**config.mk**
```make
export PLATFORM = sky130hd
export DESIGN_NAME = fc_argmax_classifier
export DESIGN_NICKNAME = d
export VERILOG_FILES = /design/src/rtl/fc_argmax_classifier.sv
export SDC_FILE = /design/constraint.sdc
export NUM_CORES = 1
export LEC_CHECK = 0
export CORE_UTILIZATION = 58
export DETAILED_ROUTE_END_ITERATION = 8
export PLACE_DENSITY_LB_ADDON = 0.25
export SLEW_MARGIN = 15
export SYNTH_ARGS = -nofsm -noshare
export SYNTH_HDL_FRONTEND = slang
export SYNTH_SLANG_ARGS = --single-unit
```
**constraint.sdc**
```tcl
create_clock -name clk -period 6 [get_ports clk]
set_clock_uncertainty 0.2 [all_clocks]
set_input_delay 1.2 -clock clk [delete_from_list [all_inputs] [get_ports clk]]
set_output_delay 1.2 -clock clk [all_outputs]
set_load 0.01 [all_outputs]
```
**src/rtl/fc_argmax_classifier.sv**
```systemverilog
// Streaming argmax over the N_CLASSES signed logits that FC2 left in its output BRAM.
// Latency: done rises N_CLASSES+RD_LAT+1 cycles after the edge that samples start.
// Backpressure: none; the BRAM is read at one word per cycle, and the start/done level handshake paces runs.
module fc_argmax_classifier #(
    parameter int N_CLASSES = 6,
    parameter int DATA_W    = 16,
    parameter int ADDR_W    = 4,
    parameter int RD_LAT    = 2,
    parameter int CLS_W     = 4
) (
    input  logic              clk,
    input  logic              rst_n,
    input  logic              start,
    output logic              done,
    output logic              mem_en,
    output logic [ADDR_W-1:0] mem_addr,
    input  logic [DATA_W-1:0] mem_dout,
    output logic [CLS_W-1:0]  class_id,
    output logic [DATA_W-1:0] max_val,
    output logic              result_valid
);

    typedef enum logic [1:0] {
        IDLE  = 2'd0,
        ISSUE = 2'd1,
        DRAIN = 2'd2,
        DONE  = 2'd3
    } state_t;

    localparam logic [ADDR_W-1:0]        LAST_IDX = ADDR_W'(N_CLASSES - 1);
    localparam logic signed [DATA_W-1:0] MIN_VAL  = {1'b1, {(DATA_W-1){1'b0}}};

    state_t state;
    state_t state_nxt;

    logic [ADDR_W-1:0]        cnt;
    logic [RD_LAT-1:0]        vld_pipe;
    logic [ADDR_W-1:0]        idx_pipe [RD_LAT];
    logic signed [DATA_W-1:0] best_val;
    logic [ADDR_W-1:0]        best_idx;

    logic                     consume;
    logic [ADDR_W-1:0]        consume_idx;
    logic                     last_issue;
    logic                     last_consume;
    logic                     take;
    logic signed [DATA_W-1:0] cand_val;
    logic [ADDR_W-1:0]        cand_idx;

    // A word is consumed only when an issued read reaches the end of the valid pipe.
    assign consume      = vld_pipe[RD_LAT-1];
    assign consume_idx  = idx_pipe[RD_LAT-1];
    assign last_issue   = (cnt == LAST_IDX);
    assign last_consume = consume && (consume_idx == LAST_IDX);

    // Running best after folding in the word arriving this cycle; strict compare keeps the lower index on ties.
    always_comb begin
        take     = 1'b0;
        cand_val = best_val;
        cand_idx = best_idx;
        if (consume && ($signed(mem_dout) > best_val)) begin
            take     = 1'b1;
            cand_val = $signed(mem_dout);
            cand_idx = consume_idx;
        end
    end

    // State register.
    always_ff @(posedge clk) begin
        if (!rst_n) begin
            state <= IDLE;
        end else begin
            state <= state_nxt;
        end
    end

    // Next-state logic and state-decoded outputs.
    always_comb begin
        state_nxt = state;
        done      = 1'b0;
        mem_en    = 1'b0;
        mem_addr  = '0;
        unique case (state)
            IDLE: begin
                if (start) begin
                    state_nxt = ISSUE;
                end
            end
            ISSUE: begin
                mem_en   = 1'b1;
                mem_addr = cnt;
                if (last_issue) begin
                    state_nxt = DRAIN;
                end
            end
            DRAIN: begin
                if (last_consume) begin
                    state_nxt = DONE;
                end
            end
            DONE: begin
                done = 1'b1;
                if (!start) begin
                    state_nxt = IDLE;
                end
            end
            default: begin
                state_nxt = IDLE;
            end
        endcase
    end

    // Issue-valid and index tracking, aligned with the BRAM read latency.
    always_ff @(posedge clk) begin
        if (!rst_n) begin
            vld_pipe <= '0;
            for (int i = 0; i < RD_LAT; i++) begin
                idx_pipe[i] <= '0;
            end
        end else begin
            vld_pipe[0] <= mem_en;
            idx_pipe[0] <= cnt;
            for (int i = 1; i < RD_LAT; i++) begin
                vld_pipe[i] <= vld_pipe[i-1];
                idx_pipe[i] <= idx_pipe[i-1];
            end
        end
    end

    // Address counter, running best, and the published result.
    always_ff @(posedge clk) begin
        if (!rst_n) begin
            cnt          <= '0;
            best_val     <= MIN_VAL;
            best_idx     <= '0;
            class_id     <= '0;
            max_val      <= '0;
            result_valid <= 1'b0;
        end else begin
            if (take) begin
                best_val <= cand_val;
                best_idx <= cand_idx;
            end
            unique case (state)
                IDLE: begin
                    if (start) begin
                        cnt          <= '0;
                        best_val     <= MIN_VAL;
                        best_idx     <= '0;
                        result_valid <= 1'b0;
                    end
                end
                ISSUE: begin
                    // Counter saturates at the last index so the address never wraps.
                    if (!last_issue) begin
                        cnt <= cnt + 1'b1;
                    end
                end
                DRAIN: begin
                    if (last_consume) begin
                        class_id     <= CLS_W'(cand_idx);
                        max_val      <= cand_val;
                        result_valid <= 1'b1;
                    end
                end
                default: begin
                end
            endcase
        end
    end

endmodule

```
==> results.json <==
{
  "status": "finished clean",
  "drt_iter0_drc": 131,
  "grt_usage": 0.262,
  "p_per_area_nw_per_um2": 292,
  "postCtsHoldBufs": 0,
  "worstSkewPairLatency_ns": 0.34,
  "die_y_microns": 72.9,
  "core_sq_um": 4790,
  "critPathKind": "input pin to flop",
  "whs_endpoint": "idx_pipe[0][4]",
  "port-buffer-count": 45,
  "ant_nets": 0,
  "setup_viol": 0,
  "cp-start-kind": "input pin",
  "dieArea_sq_um": 5310,
  "grt_pass1_wl_microns": 10400,
  "ir_drop_mv": 0.197,
  "via_per_inst": 5.82,
  "fin_crit_ns": 4.20,
  "dpl.hpwl_microns": 4080,
  "cts_buffer_depth": 2,
  "cts_resized": 0,
  "reg2reg_to": "max_val[0]",
  "p_sw_uw": 313,
  "clock_power_share": 0.386,
  "clkSinkCount": 57,
  "syn_inst": 303,
  "synth_area_sq_um": 2910,
  "seqPwrFrac": 0.391,
  "hold_viol": 0,
  "max_freq_mhz": 238,
  "grt_max_degree": 38,
  "synth_seq_cells": 57,
  "maxCapViolCount": 0,
  "critPathArrivalTime_ns": 4.18,
  "hold_path_depth": 1,
  "grt-ovfl-total": 0,
  "area_growth_pct": 23.7,
  "fin_nets": 385,
  "cp-end-kind": "flop",
  "cts_setup_buffers": 0,
  "ys_types": 44,
  "std_cell_rows": 25,
  "tightest_slew_ns": 1.01,
  "syn-num-nets": 344,
  "fin_crit_sh": 0.701,
  "cts_buffers": 9,
  "holdWs_ns": 0.233,
  "ys_warn_count": 0,
  "r2r_slack_ns": 2.71,
  "first_pass_iters": 4,
  "cts_tree": "yes",
  "wire_per_inst_microns": 15.4,
  "root_buffer": "clkbuf_8",
  "grt_pass1_vias": 2296,
  "antenna_found_initial": 0,
  "cts_max_level": 3,
  "pin_count": 46,
  "num_vias": 2423,
  "path_clk_slew_ns": 0.06,
  "syn_area_per_cell_sq_um": 9.61,
  "diodes": 0,
  "min_path_type": "flop to flop",
  "drv_slew": 0,
  "ys_seq_area_frac": 0.392,
  "rr_worst_depth": 8,
  "die_w_microns": 72.9,
  "critPathMaxFanout": 21,
  "layout-drive-gt1-share": 0.132,
  "comb_power_share": 0.223,
  "cp_data_required_time_ns": 5.98,
  "r2r_start": "best_val[11]",
  "drc": 0,
  "rsz0062_at_grt": "no",
  "p_int_uw": 738,
  "finalSetupTns_ns": 0,
  "nFillCells": 355,
  "initial_core_util": 0.608,
  "place_congestion": 0.756,
  "hold_path_startpoint": "idx_pipe[0][0]",
  "slew_headroom": 0.328,
  "leakage_uw": 0.00125,
  "drt_wl_total_microns": 6420,
  "p_sw_frac": 0.297,
  "critPathLaunch": "mem_dout[11]"
}
kinds of logic after synthesis:
logic type                 after synthesis  synth area share
DFF                                     57             0.392
adders and majority gates               22            0.0945
muxes                                    2           0.00688
AOI/OAI and AO/OA                      104             0.285
buffers and inverters                   42            0.0692
and+or+nand+nor                         76             0.153
layout by cell type (no fill, tap or decap), types with 2 or more instances in the layout:
master / count
nor2b_1: 5
nand3_1: 2
o311ai_0: 2
nand2_1: 15
mux2i_1: 2
nor3b_1: 2
a21boi_0: 2
buf_4: 5
clkdlybuf4s50_1: 45
clkinv_2: 2
o31ai_1: 4
nand3b_1: 2
o31ai_4: 10
o21ai_0: 21
ha_1: 22
a21oi_1: 30
inv_1: 22
o21a_1: 2
nand4_1: 24
and2_1: 13
o31ai_2: 6
nor2_1: 5
dfxtp_1: 57
bufinv_16: 2
clkbuf_8: 11
a31oi_1: 17
per-stage QoR:
stage / total power (uW) / util / instances / cell area, sq um / setup WS [ns]
2_1_floorplan: 592 / - / 303 / 2910 / 2.55
4_1_cts: 1060 / 0.753 / 416 / 3600 / 1.82
5_1_grt: 1100 / 0.753 / 416 / 3600 / 1.69
6_report: 1050 / 0.753 / 416 / 3600 / 1.80
3_3_place_gp: 647 / 0.705 / 400 / 3370 / 1.53
3_5_place_dp: 651 / 0.705 / 400 / 3370 / 1.46
how the worst max path moves through the flow:
stage	to	slack, ns
floorplan	max_val[10]	2.55
global placement	max_val[1]	1.53
detailed placement	max_val[0]	1.46
CTS	max_val[0]	1.82
global route	best_val[5]	1.69
finish	max_val[0]	1.80
layer usage:
| metal | track usage | routed length, microns | up-vias |
|---|---|---|---|
| met1 | 0.300 | 2870 | 1145 |
| li1 | - | - | 1205 |
| met3 | 0.102 | 414 | 8 |
| met5 | 0 | 0 | - |
| met2 | 0.444 | 3060 | 65 |
| met4 | 0.0915 | 76 | 0 |
layout make-up:
cell class,count,area [sq um],share of cell area
multi-input combinational,204,1580,0.438
sequential,57,1140,0.317
timing repair buffer,50,488,0.135
clock buffer,11,151,0.0420
tap,67,83.8,0.0233
inverter,22,82.6,0.0229
clock inverter,5,77.6,0.0215
Yosys cell counts:
master	number	area share
and2_1	13	0.028
or4_4	1	0.0039
a31oi_1	17	0.037
nor3_1	2	0.0034
o2111ai_1	1	0.0030
o31ai_4	10	0.073
nand2b_1	1	0.0022
a21oi_1	30	0.052
buf_6	2	0.0077
nor2_1	5	0.0064
nand4b_1	1	0.0030
a21boi_0	2	0.0052
nor3b_1	2	0.0052
o21ai_1	1	0.0017
a31o_2	1	0.0030
a21o_4	1	0.0052
o211ai_1	1	0.0026
inv_1	22	0.028
buf_2	4	0.0069
a31oi_4	1	0.0073
o211a_1	1	0.0034
or2_2	1	0.0022
o31ai_1	4	0.010
o311a_1	1	0.0034
o21a_1	2	0.0052
ha_1	22	0.095
o311ai_0	2	0.0060
dfxtp_1	57	0.39
nand4_2	1	0.0043
buf_12	1	0.0069
nand4_1	24	0.052
buf_1	2	0.0026
and4_4	1	0.0039
nor2b_1	5	0.011
clkbuf_1	9	0.012
a2bb2oi_1	1	0.0030
mux2i_1	2	0.0069
nand3b_1	2	0.0052
o21ai_0	21	0.036
buf_4	2	0.0052
a21o_1	1	0.0026
nand3_1	2	0.0034
o31ai_2	6	0.026
nand2_1	15	0.019
registers in the layout, indices dropped and copies added, names as in the netlist:
signal	cells
class_id	4
state	2
cnt	4
vld_pipe	2
max_val	16
best_idx	4
result_valid	1
best_val	16
idx_pipe	8
critical path, stage by stage:
cell and delay [ns]:
clkdlybuf4s50_1 0.43, ha_1 0.34, a21oi_1 0.18, o21a_1 0.14, a2bb2oi_1 0.40, nand4_1 0.89
nand4_1 0.47, a31oi_1 0.13
power groups by stage:
stage | registers [uW] | logic (uW) | clock network, uW
floorplan | 416 | 177 | 0
global placement | 419 | 228 | 0
detailed placement | 419 | 231 | 0
CTS | 411 | 234 | 413
global route | 412 | 259 | 432
finish | 411 | 234 | 406
(Power assumes the default switching activity.)
